$ cat config.mk
export PLATFORM = sky130hd
export DESIGN_NAME = reorder_buffer
export DESIGN_NICKNAME = d
export VERILOG_FILES = /design/src/rtl/reorder_buffer.sv
export SDC_FILE = /design/constraint.sdc
export NUM_CORES = 1
export LEC_CHECK = 0
export ABC_CLOCK_PERIOD_IN_PS = 5900
export CAP_MARGIN = 5
export CORE_AREA = 2 2 215 111
export DETAILED_ROUTE_END_ITERATION = 6
export DIE_AREA = 0 0 217 113
export PLACE_DENSITY_LB_ADDON = 0.15
export SLEW_MARGIN = 10
export SYNTH_ARGS = -nofsm -noshare
export SYNTH_HDL_FRONTEND = slang
export SYNTH_SLANG_ARGS = --single-unit
$ cat constraint.sdc
create_clock -name CLK -period 5.9 [get_ports CLK]
set_clock_uncertainty 0.2 [all_clocks]
set_input_delay 0.59 -clock CLK [delete_from_list [all_inputs] [get_ports CLK]]
set_output_delay 0.59 -clock CLK [all_outputs]
set_load 0.005 [all_outputs]
$ cat src/rtl/reorder_buffer.sv
// In-order retirement buffer: allocates from Rename, records out-of-order completions,
// retires the oldest completed entry per cycle into the RRAT, free list and LSQ.
module reorder_buffer #(
    parameter int DEPTH = 16,
    parameter int IDX_W = 4
) (
    input  logic             CLK,
    input  logic             RESET,
    input  logic             STALL,
    input  logic             FLUSH,
    input  logic             alloc_valid,
    input  logic [88:0]      alloc_entry,
    input  logic [4:0]       alloc_arch_dst,
    output logic [IDX_W-1:0] alloc_idx,
    output logic             rob_halt,
    input  logic             cmpl_valid,
    input  logic [IDX_W-1:0] cmpl_idx,
    input  logic [5:0]       rrat_old_phys,
    output logic             rrat_wr_en,
    output logic [4:0]       rrat_arch,
    output logic [5:0]       rrat_phys,
    output logic             rob_free,
    output logic [5:0]       rob_free_reg,
    output logic             st_commit,
    output logic [31:0]      retire_count,
    output logic             err_overflow
);
    localparam logic [IDX_W:0]   FULL_N  = (IDX_W+1)'(DEPTH);
    localparam logic [IDX_W:0]   HALT_N  = (IDX_W+1)'(DEPTH - 1);
    localparam logic [IDX_W:0]   CNT_ONE = (IDX_W+1)'(1);
    localparam logic [IDX_W-1:0] IDX_ONE = IDX_W'(1);

    logic [IDX_W-1:0] head, tail;
    logic [IDX_W:0]   count;
    logic [DEPTH-1:0] valid, done;
    logic [88:0]      entry_mem [DEPTH];
    logic [4:0]       arch_mem  [DEPTH];

    logic        full, do_alloc, do_retire, head_wr;
    logic [88:0] head_entry;

    always_comb begin
        full       = (count == FULL_N);
        head_entry = entry_mem[head];
        // control[5]=reg-write, control[4]=load; both update the RRAT
        head_wr    = head_entry[23] | head_entry[22];
        do_alloc   = alloc_valid & ~STALL & ~full & ~FLUSH;
        do_retire  = valid[head] & done[head] & ~STALL & ~FLUSH;
    end

    assign alloc_idx = tail;
    assign rob_halt  = (count >= HALT_N);

    // Payload storage needs no reset: valid bits gate every use of it.
    always_ff @(posedge CLK) begin
        if (!RESET && do_alloc) begin
            entry_mem[tail] <= alloc_entry;
            arch_mem[tail]  <= alloc_arch_dst;
        end
    end

    always_ff @(posedge CLK) begin
        if (RESET) begin
            head         <= '0;
            tail         <= '0;
            count        <= '0;
            valid        <= '0;
            done         <= '0;
            rrat_wr_en   <= 1'b0;
            rrat_arch    <= '0;
            rrat_phys    <= '0;
            rob_free     <= 1'b0;
            rob_free_reg <= '0;
            st_commit    <= 1'b0;
            retire_count <= '0;
            err_overflow <= 1'b0;
        end else begin
            rrat_wr_en <= 1'b0;
            rob_free   <= 1'b0;
            st_commit  <= 1'b0;
            if (FLUSH) begin
                head  <= '0;
                tail  <= '0;
                count <= '0;
                valid <= '0;
                done  <= '0;
            end else begin
                if (alloc_valid && full)
                    err_overflow <= 1'b1;
                if (cmpl_valid && valid[cmpl_idx])
                    done[cmpl_idx] <= 1'b1;
                if (do_alloc) begin
                    valid[tail] <= 1'b1;
                    done[tail]  <= 1'b0;
                    tail        <= tail + IDX_ONE;
                end
                if (do_retire) begin
                    valid[head]  <= 1'b0;
                    head         <= head + IDX_ONE;
                    rrat_wr_en   <= head_wr;
                    rrat_arch    <= arch_mem[head];
                    rrat_phys    <= head_entry[17:12];
                    // physical register 0 is never handed back to the free list
                    rob_free     <= head_wr & (rrat_old_phys != 6'd0);
                    rob_free_reg <= rrat_old_phys;
                    st_commit    <= head_entry[21];
                    retire_count <= retire_count + 32'd1;
                end
                case ({do_alloc, do_retire})
                    2'b10:   count <= count + CNT_ONE;
                    2'b01:   count <= count - CNT_ONE;
                    default: count <= count;
                endcase
            end
        end
    end
endmodule

# == Word-level counts from Yosys, hierarchy flattened ==
# Memories as Yosys holds them, arrays and structs flattened. A register that Yosys moved wholly into a read port is not among the register bits.
# Cells that the tools add are included.
# totals
ram_bits,1504
out_inout_bits,58
ff_bits,93
mem_count,2
# mem_list
memory,depth,width,read_ports,rd_ports_with_merged_regs,wr,line_no,text
entry_mem,16,89,1,1,1,36,logic [88:0] entry_mem [DEPTH];
arch_mem,16,5,1,1,1,37,logic [4:0] arch_mem [DEPTH];
# op_classes
eq_ne,3
n_bitwise,18
reduce_logical,13
n_lt_le_gt_ge,7
mux,25
n_addsub,5
# op_table
op,count
16-bit two-way mux,8
32-bit by 1-bit adder with 32-bit output (second input constant),1
16-bit AND,2
16-bit NOT,2
16-bit bitwise OR,2
4-bit by 5-bit < comparator with 1-bit output (second input constant),3
1-bit binary-select mux with 4-bit select,3
1-bit demux with 4-bit select,3
4-bit by 1-bit >= comparator with 1-bit output (second input constant),3
5-bit case mux with 2 select lines,1
4-bit by 1-bit adder with 4-bit output (second input constant),2
1-bit two-way mux,8
4-bit two-way mux,2
1-bit AND,7
1-bit logical AND,6
6-bit nonzero test,1
5-bit by 1-bit adder with 5-bit output (second input constant),1
5-bit equality test (second input constant),1
5-bit by 4-bit >= comparator with 1-bit output (second input constant),1
5-bit by 1-bit subtractor with 5-bit output (second input constant),1
1-bit NOT,4
2-bit AND reduction,2
3-bit OR reduction,1
2-bit by 1-bit equality test with 1-bit output (second input constant),1
other kinds (5),5

# == Longest topological paths before layout ==
# Gate-level depths: netlist of the first run.
# logic_depth
ltp_word,10
mapped_depth,18
mapped_depth_nobuf,14

# == Worst setup path after synthesis of the first run ==
# No wires, ideal clock.
# synth_path
path_kind,register to register
start,reg head[2]
end,reg count[4]
required_ns,5.629
period_less_slack_ns,3.994
stages_incl_launch_ff,19
arrival_time_ns,3.723
setup_ns,0.071
setup_slack_ns,1.906
path_cell_list,dfxtp_1 -> buf_4 -> and3b_1 -> a222oi_1 -> a31o_2 -> nand4_1 -> inv_1 -> clkbuf_1 -> clkbuf_1 -> ha_1 -> clkbuf_1 -> xor2_1 -> ha_1 -> a21boi_0 -> o211ai_1 -> a21oi_1 -> a31oi_1 -> or3_1 -> a21oi_1
# synth_between
elab_chain_cells,7
elab_cells_between_ends,11
cone_classes,eq/ne (2); mux (5); bitwise (3); reduce/logical (1)
# synth_lines
element,line_no,text
from (decl),33,"logic [IDX_W-1:0] head, tail;"
from (signal assigned),99,head <= head + IDX_ONE;
1-bit binary-select mux with 4-bit select,48,do_retire = valid[head] & done[head] & ~STALL & ~FLUSH;
1-bit two-way mux (not written as such),48,
1-bit AND * (3 in a row),48,
2-bit by 1-bit equality test with 1-bit output / 2-bit equality test (equally long branches),109,"case ({do_alloc, do_retire})"
5-bit case mux with 2 select lines / 2-bit nonzero test (equally long branches),--,
to (signal assigned),110,2'b10: count <= count + CNT_ONE;
to (signal assigned),111,2'b01: count <= count - CNT_ONE;
to (signal assigned),112,default: count <= count;
to (decl),34,logic [IDX_W:0] count;
# Every way passes the cells marked *; elsewhere a longest branch is shown, timed or not. The select of a mux whose other input is x is not followed.
# A chain may end at the register's enable or synchronous reset.

# == Final worst setup path of the first run ==
# Ends and elaborated chain as after synthesis.

==> results.cfg, run 1 <==
[run_status]
outcome = finished clean

[cts]
numCtsBuffers = 28
hold_buffers = 0
htree_num_levels = 1
clk_latency_ps = 560
cts_resized = 0
cts.sinks = 326
clockRootBuffer = clkbuf_16
cts_tree = built
clk_pin_slew_ps = 70
post_cts_buffers = 0
cts.path.max_buffers = 3

[floorplan]
dieHeight_um = 113
ioPinCount = 168
start_util_pct = 58.4
num_rows = 39
fp.coreArea_sq_mm = 0.0225
die_x_um = 217
die-area_sq_mm = 0.0245

[power]
leakage_nw = 4.79
peakVddDrop_uv = 191
power_density_mw_per_mm2 = 293
power_mw = 4.51

[sta]
setup_ws_ps = 1790
worst_slew_pin_slew_ps = 1170
slew_headroom_pct = 21.7
setup_violations = 0
finalMaxSlewViolations = 0
fin_crit_ps = 4110
timing.hold.ws_ps = 252
rsz0062_at_grt = false
fmax_mhz = 244
hold_viol_final = 0
setup_tns_ps = 0
finalCritPeriodShare_pct = 69.6

[worst_setup_path]
crit_type = reg2reg
endpoint_kind = register
critPathRequiredTime_ps = 6190
cp_max_fo = 19
cp-start-kind = register
critPathArrivalTime_ps = 4400

[finish]
antenna_cells = 0
nets = 1122
area_delta_synth_final_pct = 16.8
mostFrequentLayoutCells = edfxtp_1 (224), dfxtp_1 (100), clkdlybuf4s50_1 (86)
final_common_cell = edfxtp_1
regMostFlops = entry_mem
final_cell_area_sq_mm = 0.0154
largest_register_ffs = 144
largestRegisters = entry_mem (144), arch_mem (80), retire_count (32)
fillers = 1528
layout-drive-gt1-share_pct = 14.5

[logic_synthesis]
synthFlopType = edfxtp_1
synth_cell_types = 56
synth_edf_count = 224
synth_area_leaders = edfxtp_1 (51%), dfxtp_1 (16%), mux4_2 (11%), a21oi_1 (3.1%), nand2_1 (2.0%)
ys_seq_area_share_pct = 66.6
synth_largest_area_cell = edfxtp_1
ys_warn_count = 0
syn_nets = 1038
synth_top_cell_area_share_pct = 51.1
syn_area_sq_mm = 0.0132
ys_ff_latch = 326
synthArstFlopShare_pct = 0
postSynthCellCount = 915
avgSynthCellArea_sq_um = 14.4

[flow_run]
max_cap_violations = 0

[detailed_routing]
wl_per_cell_um = 22.6
firstDrtPassIters = 5
antenna_left = 0
vias_per_cell = 6.26
drc = 0
first_iter_violations = 796
totalWireLength_mm = 30.1
vias = 8312

[global_route]
grt_pass1_wl_mm = 46.4
grt_use_total_pct = 25.0
antenna_found_initial = 0
grt_overflow = 0
grt_max_degree = 60
grt_pass1_vias = 8067

[place]
port_buffers = 87
gp_congestion = 0.885
place_area_sq_mm = 0.0144
hpwl_mm = 18.1
post-place-ws_ps = 1790

[hold_path]
hp-class = reg2reg
==> worst paths after layout <==
| kind | from | slack [ps] | depth (start not counted) | end |
|---|---|---|---|---|
| min | rob_free_reg[5] | 250 | 2 | rob_free_reg[5] |
| max | head[2] | 1790 | 14 | count[4] |
| max reg2reg | head[2] | 1790 | 14 | count[4] |
| min reg2reg | rob_free_reg[5] | 250 | 2 | rob_free_reg[5] |
==> power breakdown <==
group	internal, mW	total [mW]	leakage [nW]	switching (mW)
Clock	1.15	1.99	0.501	0.838
Sequential	2.44	2.44	2.84	0.00125
Combinational	0.0262	0.0776	1.45	0.0514
Total	3.62	4.51	4.79	0.890
==> cell usage after synthesis, drive strengths merged (14+ instances only) <==
cell      n
a21oi    82
edfxtp  224
or3      19
clkbuf   41
nor3     22
o21ai    26
or4      16
mux4     66
nand2    70
a31oi    14
inv      17
nand3    21
buf      15
dfxtp   102
nor2     41
==> layer usage <==
layer / part of all wire [%] / vias to the layer above / global-route usage [%] / wire length [um]
met5: 0 / - / 0 / 0
met4: 1.9 / 0 / 6.44 / 580
met3: 8.2 / 58 / 4.27 / 2450
met1: 43 / 4185 / 36.0 / 12800
met2: 47 / 328 / 40.4 / 14300
li1: - / 3741 / - / -
==> per-stage QoR <==
step | utilization, % | std cells
floorplan | - | 915
global placement | 63.7 | 1276
detailed placement | 63.7 | 1276
CTS | 68.2 | 1328
global route | 68.2 | 1328
finish | 68.2 | 1328
==> worst max-delay path, stage by stage (launching register included) <==
cell	delay, ps
dfxtp_1	900
nor2b_1	270
a32oi_1	390
a31o_2	230
nand4_1	120
inv_1	120
ha_1	360
xor2_1	190
ha_1	200
a21boi_0	240
o211ai_1	110
a21oi_1	150
a31oi_1	70
or3_1	320
a21oi_1	150
==> final cells by class <==
cell class | instances | area (sq um) | share of cell area (%)
clock buffers | 34 | 763 | 4.96
clock inverters | 18 | 248 | 1.61
inverters | 18 | 67.6 | 0.439
multi-input cells | 515 | 4110 | 26.7
flip-flops and latches | 326 | 8770 | 57.0
well taps | 307 | 384 | 2.50
repair buffers | 110 | 1040 | 6.75
==> cells by family after synthesis <==
| family | synth area share (%) |
|---|---|
| flip-flops | 66.6 |
| buffers and inverters | 2.27 |
| AO/OA/AOI/OAI | 7.78 |
| XOR/XNOR | 0.599 |
| adder cells (fa/ha/maj) | 1.24 |
| AND/OR/NAND/NOR | 9.85 |
| multiplexers | 11.7 |
Power figures use the tool's default switching activity.
==> inputs of run 2 (changes only) <==
- ABC_CLOCK_PERIOD_IN_PS: 5900 -> 3600
- CORE_AREA: 2 2 215 111 -> 2 2 233 120
- DIE_AREA: 0 0 217 113 -> 0 0 235 122
- clock period: 5.9 -> 3.6 ns (I/O delays scaled with it)
==> run 2 against run 1 <==
Compared with the run above:
- critical path depth stayed put
- power up 64%
- largest power group unchanged
- highest routed layer unchanged
- cell area is 2.1% higher
- sequential cell count unchanged
- sequential power grew 64%
- final cell count rose by 6.0%
==> results.cfg, run 2 (synthesis results as in run 1) <==
[finish]
layout-drive-gt1-share_pct = 17.3
antenna_cells = 0
final_util_pct = 58.2
stdcell_count = 1408
area_delta_synth_final_pct = 19.2
final_common_cell = edfxtp_1
regMostFlops = entry_mem
mostFrequentLayoutCells = edfxtp_1 (224), dfxtp_1 (97), clkdlybuf4s50_1 (86)
largestRegisters = entry_mem (144), arch_mem (80), retire_count (32)
largest_register_ffs = 144
nets = 1148

[detailed_routing]
vias = 8379
first_iter_violations = 1132
wl_per_cell_um = 22.9
vias_per_cell = 5.95
firstDrtPassIters = 6
totalWireLength_mm = 32.2
drc = 0
antenna_left = 0

[cts]
cts.path.max_buffers = 3
cts.sinks = 326
clockRootBuffer = clkbuf_16
cts_tree = built
htree_num_levels = 1
numCtsBuffers = 29
clk_latency_ps = 570
clk_pin_slew_ps = 70

[worst_setup_path]
cp-start-kind = register
r2r_start = head[1]
cp_max_fo = 8
rr_worst_depth = 14
r2r_setup_slack_ps = 140
endpoint_kind = register
critPathRequiredTime_ps = 3890
crit_type = reg2reg
timing.rr.end = count[4]
critPathArrivalTime_ps = 3750

[floorplan]
dieHeight_um = 122
start_util_pct = 48.9
die-area_sq_mm = 0.0287
num_rows = 43
die_x_um = 235
fp.coreArea_sq_mm = 0.0270
ioPinCount = 168

[place]
dp_cells = 1348
gp_congestion = 0.883
post-place-ws_ps = 69.4
hpwl_mm = 20.6
port_buffers = 87

[power]
intPower_mw = 5.93
power_density_mw_per_mm2 = 472
power_mw = 7.40
p_comb_share_pct = 1.8
p_seq_share_pct = 54.0
peakVddDrop_uv = 445
power_frac_clock_pct = 44.1
switching_share_pct = 20.0
switchingPower_mw = 1.48
leakage_nw = 4.91

[run_status]
outcome = finished clean

[hold_path]
min_to = rob_free_reg[4]
min_path_cells = 3
worstHoldStart = rrat_old_phys[4]
hp-class = in2reg

[sta]
worst_slew_pin_slew_ps = 775
setup_violations = 0
finalCritPeriodShare_pct = 96.1
setup_tns_ps = 0
fin_crit_ps = 3460
fmax_mhz = 289
hold_viol_final = 0
slew_headroom_pct = 48.1
setup_ws_ps = 141
finalMaxSlewViolations = 0

[global_route]
grt_overflow = 0
grt_pass1_vias = 7742
grt_use_total_pct = 22.5
antenna_found_initial = 0
grt_max_degree = 60
grt_pass1_wl_mm = 48.5

[flow_run]
max_cap_violations = 0
run 2: cell count changes in the layout (fill, tap and decap cells not counted), sizes merged:
cell | before | now
buf | 24 | 48
clkinvlp | 1 | 3
clkbuf | 34 | 33
clkinv | 12 | 13
dlygate4sd3 | 0 | 1
run 2: power groups by stage:
stage,sequential (mW),clock (mW),combinational (mW)
after floorplan,4.08,0,0.0406
after global placement,4.08,0,0.132
after detailed placement,4.08,0,0.134
after CTS,4.00,3.32,0.135
after global routing,4.00,3.47,0.147
final,4.00,3.27,0.136
run 2: worst max-delay path, cell delays in order, from the launching register on:
cell      delay, ps
dfxtp_4         370
nand3b_1        210
a222oi_1        490
a31o_2          250
nand4_1         260
inv_2           170
ha_4            160
xor2_2          140
ha_2            200
a21boi_2        190
o211ai_1        100
a21oi_1         140
a31oi_1          60
or3_1           310
a21oi_1         140
run 2: metal layers:
metal,vias up,global-route usage (%),part of all wire [%]
met4,0,3.09,0.91
met2,318,31.1,42
met3,31,4.83,8.9
li1,3799,-,-
met5,-,0,0
met1,4231,37.0,48
run 2: worst max-delay path by stage:
| stage | startpoint | to | slack [ps] | depth (start not counted) |
|---|---|---|---|---|
| floorplan | head[1] | count[4] | 9 | 18 |
| global placement | head[2] | count[4] | 70 | 13 |
| detailed placement | head[2] | count[4] | 70 | 13 |
| CTS | head[2] | count[4] | 30 | 13 |
| global route | head[1] | count[4] | -60 | 14 |
| finish | head[1] | count[4] | 140 | 14 |
run 2: per-stage QoR:
step / hold slack, ps / area [sq um]
2_1_floorplan: 253 / 13200
3_3_place_gp: 244 / 14600
3_5_place_dp: 248 / 14600
4_1_cts: 151 / 15600
5_1_grt: 170 / 15700
6_report: 169 / 15700
run 2: final cells by class:
class / instances / area, sq um
fillers: 2110 / 11300
clock inverters: 21 / 243
inverters: 18 / 67.6
flip-flops and latches: 326 / 8780
well taps: 360 / 450
multi-input cells: 515 / 4140
repair buffers: 135 / 1250
clock buffers: 33 / 761
run 2: timing repair:
item                                    4_1_cts  5_1_grt
setup buffers                                 0        5
hold endpoints to repair                      7        0
hold buffers                                  1        0
endpoints found under the setup margin        0        2
resized for setup                             0       15
